`config.mk`:
```
export PLATFORM = sky130hd
export DESIGN_NAME = instr_fetch_unit
export DESIGN_NICKNAME = d
export VERILOG_FILES = /design/src/rtl/instr_fetch_unit.sv
export SDC_FILE = /design/constraint.sdc
export NUM_CORES = 1
export LEC_CHECK = 0
export ABC_AREA = 0
export ABC_CLOCK_PERIOD_IN_PS = 10050
export BUFFER_PORTS_ARGS = -buffer_cell sky130_fd_sc_hd__buf_2
export CAP_MARGIN = 15
export CELL_PAD_IN_SITES_DETAIL_PLACEMENT = 1
export CELL_PAD_IN_SITES_GLOBAL_PLACEMENT = 1
export CORE_AREA = 2 2 141 143
export DETAILED_ROUTE_END_ITERATION = 16
export DIE_AREA = 0 0 143 145
export PLACE_DENSITY_LB_ADDON = 0.1
export SYNTH_ARGS = -nofsm -noshare
export SYNTH_HDL_FRONTEND = slang
export SYNTH_SLANG_ARGS = --single-unit
```
`constraint.sdc`:
```
create_clock -name clk -period 10.05 [get_ports clk]
set_input_delay 2.5125 -clock clk [delete_from_list [all_inputs] [get_ports clk]]
set_output_delay 2.5125 -clock clk [all_outputs]
set_load 0.005 [all_outputs]
```
`src/rtl/instr_fetch_unit.sv`:
```
// Instruction fetch front end: PC, imem req/ack fetch FSM, prefetch FIFO, redirect flush.
// Optional IFU_MISALIGN_CHECK_EN adds a sticky fetch_fault output for misaligned redirect targets.
module instr_fetch_unit #(
    parameter logic [31:0] RESET_PC   = 32'h0000_0000,
    parameter int          FIFO_DEPTH = 2
) (
    input  logic        clk,
    input  logic        rst,
    output logic        imem_req,
    output logic [31:0] imem_addr,
    input  logic        imem_ack,
    input  logic [31:0] imem_rdata,
    input  logic        redirect_valid,
    input  logic [31:0] redirect_pc,
    output logic        inst_valid,
    input  logic        inst_ready,
    output logic [31:0] inst_data,
    output logic [31:0] inst_pc,
    output logic [31:0] fetch_pc
`ifdef IFU_MISALIGN_CHECK_EN
    ,
    output logic        fetch_fault
`endif
);

    localparam int PW = (FIFO_DEPTH > 1) ? $clog2(FIFO_DEPTH) : 1;
    localparam int CW = PW + 1;
    localparam logic [CW-1:0] DEPTH_C = CW'(FIFO_DEPTH);

    typedef enum logic [1:0] {
        S_IDLE = 2'd0,
        S_WAIT = 2'd1,
        S_DROP = 2'd2
    } state_t;

    state_t         state_q, state_d;
    logic [31:0]    fetch_pc_q, fetch_pc_d;
    logic [31:0]    addr_q, addr_d;
    logic [CW-1:0]  count_q, count_after;
    logic [PW-1:0]  wr_ptr_q, rd_ptr_q;
    logic [31:0]    mem_data_q [FIFO_DEPTH];
    logic [31:0]    mem_pc_q   [FIFO_DEPTH];

    logic           push, pop, flush, can_issue;
    logic [31:0]    redir_pc;

    assign redir_pc = redirect_pc & 32'hFFFF_FFFC;

`ifdef IFU_MISALIGN_CHECK_EN
    logic fault_q, fault_d;
    assign fault_d     = fault_q | (redirect_valid & (redirect_pc[1:0] != 2'b00));
    assign can_issue   = !fault_q;
    assign fetch_fault = fault_q;

    always_ff @(posedge clk or negedge rst) begin
        if (!rst) fault_q <= 1'b0;
        else      fault_q <= fault_d;
    end
`else
    assign can_issue = 1'b1;
`endif

    assign imem_req   = (state_q != S_IDLE);
    assign imem_addr  = addr_q;
    assign fetch_pc   = fetch_pc_q;
    assign inst_valid = (count_q != '0) && !redirect_valid;
    assign inst_data  = (count_q != '0) ? mem_data_q[rd_ptr_q] : 32'h0;
    assign inst_pc    = (count_q != '0) ? mem_pc_q[rd_ptr_q]   : 32'h0;
    assign pop        = inst_valid && inst_ready;

    // occupancy once this cycle's push and pop have landed; decides back-to-back issue
    assign count_after = count_q + CW'(1) - {{(CW-1){1'b0}}, pop};

    always_comb begin
        state_d    = state_q;
        fetch_pc_d = fetch_pc_q;
        addr_d     = addr_q;
        push       = 1'b0;
        flush      = redirect_valid;
        if (redirect_valid) fetch_pc_d = redir_pc;
        case (state_q)
            S_IDLE: begin
                if (!redirect_valid && (count_q < DEPTH_C) && can_issue) begin
                    addr_d  = fetch_pc_q;
                    state_d = S_WAIT;
                end
            end
            S_WAIT: begin
                if (imem_ack) begin
                    if (redirect_valid) begin
                        state_d = S_IDLE;
                    end else begin
                        push       = 1'b1;
                        fetch_pc_d = fetch_pc_q + 32'd4;
                        if ((count_after < DEPTH_C) && can_issue) begin
                            addr_d = fetch_pc_q + 32'd4;
                        end else begin
                            state_d = S_IDLE;
                        end
                    end
                end else if (redirect_valid) begin
                    state_d = S_DROP;
                end
            end
            S_DROP: begin
                if (imem_ack) state_d = S_IDLE;
            end
            default: state_d = S_IDLE;
        endcase
    end

    always_ff @(posedge clk or negedge rst) begin
        if (!rst) begin
            state_q    <= S_IDLE;
            fetch_pc_q <= RESET_PC;
            addr_q     <= RESET_PC;
            count_q    <= '0;
            wr_ptr_q   <= '0;
            rd_ptr_q   <= '0;
        end else begin
            state_q    <= state_d;
            fetch_pc_q <= fetch_pc_d;
            addr_q     <= addr_d;
            if (flush) begin
                count_q  <= '0;
                wr_ptr_q <= '0;
                rd_ptr_q <= '0;
            end else begin
                if (push) wr_ptr_q <= wr_ptr_q + PW'(1);
                if (pop)  rd_ptr_q <= rd_ptr_q + PW'(1);
                count_q <= count_q + {{(CW-1){1'b0}}, push} - {{(CW-1){1'b0}}, pop};
            end
        end
    end

    // storage needs no reset: outputs are gated by count_q
    always_ff @(posedge clk) begin
        if (push && !flush) begin
            mem_data_q[wr_ptr_q] <= imem_rdata;
            mem_pc_q[wr_ptr_q]   <= fetch_pc_q;
        end
    end

endmodule
```
# After elaboration in Yosys (flattened, before gate mapping)

Memories as Yosys holds them, arrays and structs flattened.
Index checks and enable logic that the tools add are counted.

Flip-flop bits (word level): 70
Bits in writable memories: 128
Input port bits: 69
Output and inout port bits: 130
Logic and storage cells: 67
Memories kept: 2

Add/sub/neg operators: 7
Order comparisons: 2
Eq/ne operators: 9
Multiplexer cells: 28
Reductions and logical operators: 13

Memory list:

| memory     | words | width | rd ports | clocked after memory_dff | write ports | line | RTL |
|---|---|---|---|---|---|---|---|
| mem_data_q | 2     | 32    | 1        | 0                        | 1           | 41   | `logic [31:0] mem_data_q [FIFO_DEPTH];` |
| mem_pc_q   | 2     | 32    | 1        | 0                        | 1           | 42   | `logic [31:0] mem_pc_q [FIFO_DEPTH];` |

Operator list:

| cell                  | count |
|---|---|
| $mux 32               | 10 |
| $pmux 32 s2           | 1 |
| $add 32x3->32 const B | 1 |
| $mux 2                | 7 |
| $ne 2x2->1 const B    | 5 |
| $reduce_bool 2->1     | 5 |
| $mux 1                | 9 |
| $ne 3x3->1 const B    | 2 |
| $pmux 2 s3            | 1 |
| $reduce_and 5->1      | 1 |
| $logic_and 1x1->1     | 4 |
| $lt 2x2->1 const B    | 2 |
| $reduce_and 4->1      | 1 |
| $sub 2x1->2           | 2 |
| $add 1x1->1 const B   | 2 |
| $add 2x1->2           | 1 |
| $add 2x1->2 const B   | 1 |
| $eq 2x1->1 const B    | 1 |
| $eq 2x2->1 const B    | 1 |
| $logic_not 2->1       | 1 |
| $logic_not 1->1       | 1 |

# Depth between registers and ports, before layout

Depth after elaboration: 9
Depth in mapped cells: 9
Gate-level depth less buffers: 8

# Worst setup path after synthesis

Ideal clock, no wire load.

Kind: input port to flip-flop
From: input redirect_valid
To: memory mem_data_q[0][0] (enable)
Library setup time: 0.486 ns
Arrival: 5.824 ns
Required time: 9.564 ns
Setup slack: 3.739 ns
Stages: 5
Path buffers: 2
Path through: buf_2 -> clkinv_1 -> clkbuf_1 -> nand2_1 -> nor2_1

Word-level cells in the longest chain between the ends: 6
Elaborated cells between the ends (all ways): 7
Those cells by class: mux: 5; reduce/logical: 2

Ends and longest elaborated chain:

| element                        | line | RTL |
|---|---|---|
| start, declared                | 13   | `input logic redirect_valid,` |
| $mux 1                         | 90   | `if (redirect_valid) begin` |
| $mux 1                         | 89   | `if (imem_ack) begin` |
| $mux 1                         | 81   | `case (state_q)` |
| $logic_and 1x1->1 *            | 138  | `if (push && !flush) begin` |
| $mux 1 *                       | 138  |  |
| $mux 1 (implied by the code) * | 139  | `mem_data_q[wr_ptr_q] <= imem_rdata;` |
| end, declared                  | 41   |  |

Mark *: on every way between the ends. The rest lies on a longest branch, timed or not.

# Final worst setup path

From: input redirect_valid
To: output inst_valid

Word-level cells in the longest chain between the ends: 2

Ends and longest elaborated chain:

| element           | line | RTL |
|---|---|---|
| $logic_not 1->1   | 66   | `assign inst_valid = (count_q != '0) && !redirect_valid;` |
| $logic_and 1x1->1 | 66   |  |
| end, declared     | 15   | `output logic inst_valid,` |

Every way passes these cells.

==> impl_summary.txt <==
----------------------------------------------------
[Place]
  Total cell area at the placement stage ... 0.00997 mm²
  Hpwl dp ... 15,700 µm
  Count of buffers inserted at the top-level ports ... 196
  Final estimated routing congestion in global placement ... 0.826

[Synth]
  Count of distinct cell types in the synthesized netlist ... 51
  Fraction of synthesized cell area taken by the top area cell type ... 43.3%
  Post-Synthesis Cell Area ... 0.00887 mm²
  Arithmetic-cell share of the synthesized area counting full adders, half adders and majority gates ... 0.423%
  Largest cells by area after synthesis ... sky130_fd_sc_hd__edfxtp_1, sky130_fd_sc_hd__dfrtp_1, sky130_fd_sc_hd__mux2i_1, sky130_fd_sc_hd__nor2_1, sky130_fd_sc_hd__a31oi_1
  Number of storage elements in the synthesis netlist ... 198
  Most used standard cell by instance count after synthesis ... sky130_fd_sc_hd__edfxtp_1
  Yosys warning count ... 0
  Count of mapped cells out of synthesis ... 701
  Largest family of logic cells by synthesized area ... simple AND/OR/NAND/NOR gates
  Cell type with the largest total area after synthesis ... sky130_fd_sc_hd__edfxtp_1
  Count of flip-flops with a built-in enable after synthesis ... 128
  Xor-xnor portion of the synthesized cell area ... 2.67%
  Proportion of synthesized area in mux cells ... 9.11%
  Average cell area after synthesis ... 12.7 µm²
  Async S/R FF share, synth ... 35.4%
  Net count of the mapped netlist ... 773
  Part of the Yosys area used for sequential elements ... 63.1%
  Simple-gate portion of the synthesized area ... 14.8%
  Primary FF master, synth ... sky130_fd_sc_hd__edfxtp_1
  Leading post-synthesis cells by instance count ... sky130_fd_sc_hd__edfxtp_1, sky130_fd_sc_hd__nor2_1, sky130_fd_sc_hd__dfrtp_1, sky130_fd_sc_hd__mux2i_1, sky130_fd_sc_hd__nand2_1
  Post-synthesis compound-gate area fraction ... 6.50%

[Worst setup path]
  Largest driver fanout on the critical path ... 44
  Critical path endpoint category ... primary output
  Data arrival time of the worst path ... 3.44 ns
  Path depth of the worst reg2reg path ... 4
  Source of the worst register-to-register timing path ... fetch_pc[15]
  Worst setup path endpoint ... inst_valid
  Critical path launch point type ... input pin
  Capture point of the worst reg-to-reg path ... fetch_pc[30]
  Launching element of the worst setup path ... redirect_valid
  Required time of the critical path ... 7.54 ns
  Crit Path Category ... input pin to primary output
  Reg2Reg Setup Slack ... 7.15 ns

[Timing]
  Hold Vio Cnt, Final ... 0
  Fin Hold WS ... 0.489 ns
  Final setup vio count ... 0
  Tcrit/Tclk final ... 59.2%
  Max-slew headroom ... 23.4%
  Peak clock frequency supported by timing ... 0.168 GHz
  RSZ-0062 raised after global routing ... false
  Tightest Pin Transition ... 1.15 ns
  Sum Neg Setup Slack ... 0 ns
  Post-layout min period ... 5.95 ns
  Final worst clock skew ... 0.0155 ns
  Final number of max-transition violations ... 0

[Layout]
  Area Overhead vs Synth ... 18.8%
  Ant. Diodes ... 0
  Final design area excluding fillers ... 0.0105 mm²
  Fraction of final layout cells with drive strength greater than 1 ... 29.8%
  Nets ... 942
  Final Core Density ... 54.8%

[Route]
  Routed wire length ... 23,400 µm
  Met3 routed wirelength ... 1200 µm
  Initial DRT Pass Iterations ... 4
  WL met1 ... 10,600 µm
  Vias per Instance ... 5.59
  Drc violations ... 0
  Initial DRC Count ... 351
  Length of routed met2 wiring ... 11,300 µm
  DRT antenna net count ... 0
  Max layer used ... met4
  Detail-routed net length per standard cell ... 20.4 µm
  Routed via count ... 6,410

[Clock tree]
  TritonCTS clock tree ... built
  CTS clk-pin slew, worst paths ... 0.07 ns
  Maximum clock path buffer count ... 2
  Clock Sink Count ... 198
  Hold_buf cts ... 0
  CTS HTree Levels ... 4
  Clock Tree Root ... sky130_fd_sc_hd__clkbuf_16
  Count of instances resized after the clock tree is built ... 0
  Clock network latency to the later pin of the worst-skew pair ... 0.43 ns
  Post-CTS Setup Inserts ... 0
  CTS Buf Count ... 17

[Pwr]
  Worst vdd ir ... 0.000110 V
  Net switching power ... 0.538 mW
  Switching power as a share of total power ... 27.1%
  Part of the power in registers ... 51.3%
  Combinational group share of total power ... 15.5%
  Internal cell power ... 1.45 mW
  Leakage Power ... 3.97 nW
  Clock network fraction of design power ... 33.2%
  Pwr Density ... 189 mW/mm²
  PnR Total Power ... 1.99 mW

[Job]
  Max_cap viols ... 0

[Global routing]
  GRT Total Usage ... 22.8%
  Via count of the first global-routing pass ... 6,705
  Total global routing overflow ... 0
  Number of antenna violations at the first check in global routing ... 0
  Wire length of the first global-routing pass ... 36,900 µm
  Maximum number of pins on one net before global-route repair ... 71

[Die]
  Initial core utilization ... 46.2%
  Area of the placeable core ... 0.0192 mm²
  Count of standard-cell rows ... 51
  Die Wd ... 143 µm
  Vertical extent of the die ... 145 µm
  Number of top-level pins ... 199
  Overall die area ... 0.0207 mm²

[Min path]
  Tightest Hold Check Type ... flip-flop to flip-flop

[Run status]
  Result of the run ... completed

----------------------------------------------------
==> registers in the layout, summed over array words and instances, names as in the netlist <==
name / flops
wr_ptr_q: 1
fetch_pc: 32
mem_data_q: 64
count_q: 2
state_q: 2
rd_ptr_q: 1
mem_pc_q: 64
imem_addr: 32
==> worst min-delay path by stage <==
stage	startpoint	slack (ns)	depth (start not counted)	endpoint
final	imem_addr[14]	0.49	1	imem_addr[14]
after global routing	imem_addr[14]	0.51	1	imem_addr[14]
after CTS	imem_addr[14]	0.50	1	imem_addr[14]
after detailed placement	imem_addr[14]	0.48	1	imem_addr[14]
after global placement	imem_addr[14]	0.47	1	imem_addr[14]
after floorplan	fetch_pc[0]	0.47	0	mem_pc_q[0][0]
==> metrics by stage <==
step                      std cells  setup slack (ns)
final                          1147              4.10
after global routing           1147              3.98
after CTS                      1147              4.11
after detailed placement       1116              4.11
after global placement         1116              4.14
after floorplan                 701              3.74
==> power groups by stage <==
stage / clock [mW] / sequential (mW) / combinational [mW]
floorplan: 0 / 0.999 / 0.186
global placement: 0 / 1.03 / 0.301
detailed placement: 0 / 1.03 / 0.312
CTS: 0.674 / 1.02 / 0.313
global route: 0.706 / 1.03 / 0.342
finish: 0.660 / 1.02 / 0.307
==> placed cells by master, fill, tap and decap left out, types with 3 or more instances in the layout <==
cell type,n
sky130_fd_sc_hd__a31oi_1,33
sky130_fd_sc_hd__and2_1,3
sky130_fd_sc_hd__and3_1,3
sky130_fd_sc_hd__and4_1,4
sky130_fd_sc_hd__buf_2,196
sky130_fd_sc_hd__buf_4,7
sky130_fd_sc_hd__clkbuf_1,3
sky130_fd_sc_hd__clkbuf_16,17
sky130_fd_sc_hd__clkinv_4,4
sky130_fd_sc_hd__dfrtp_1,69
sky130_fd_sc_hd__edfxtp_1,128
sky130_fd_sc_hd__ha_1,3
sky130_fd_sc_hd__inv_1,3
sky130_fd_sc_hd__mux2_2,13
sky130_fd_sc_hd__mux2i_1,65
sky130_fd_sc_hd__nand2_1,36
sky130_fd_sc_hd__nand3_1,12
sky130_fd_sc_hd__nand4_1,11
sky130_fd_sc_hd__nor2_1,86
sky130_fd_sc_hd__nor2b_1,6
sky130_fd_sc_hd__nor3_1,5
sky130_fd_sc_hd__nor4_1,25
sky130_fd_sc_hd__o21ai_0,25
sky130_fd_sc_hd__o311ai_0,6
sky130_fd_sc_hd__o31ai_1,19
sky130_fd_sc_hd__or2_2,6
sky130_fd_sc_hd__or3_1,11
sky130_fd_sc_hd__or4_1,21
sky130_fd_sc_hd__xnor2_1,19
sky130_fd_sc_hd__xor2_1,8
==> layer usage <==
layer / vias up / global-route usage [%]
met1: 3222 / 31.8
met5: - / 0
li1: 2982 / -
met4: 0 / 5.99
met2: 190 / 36.8
met3: 16 / 4.39
==> cell type report <==
class,count,area [µm²]
well taps,265,332
clock buffers,20,437
fillers,2014,8670
repair buffers,203,1030
flip-flops and latches,198,5600
clock inverters,11,128
multi-input cells,446,2990
inverters,4,15.0
==> critical path, stage by stage <==
cell,delay [ns]
sky130_fd_sc_hd__buf_2,0.60
sky130_fd_sc_hd__nor2_1,0.14
sky130_fd_sc_hd__buf_2,0.17
==> cell families (layout without fill, tap and decap cells) <==
group / after synthesis / after routing
AND/OR/NAND/NOR: 248 / 248
flip-flops: 198 / 198
AO/OA/AOI/OAI: 89 / 89
multiplexers: 79 / 79
buffers and inverters: 57 / 238
XOR/XNOR: 27 / 27
adder cells (fa/ha/maj): 3 / 3
Power figures use the tool's default switching activity.
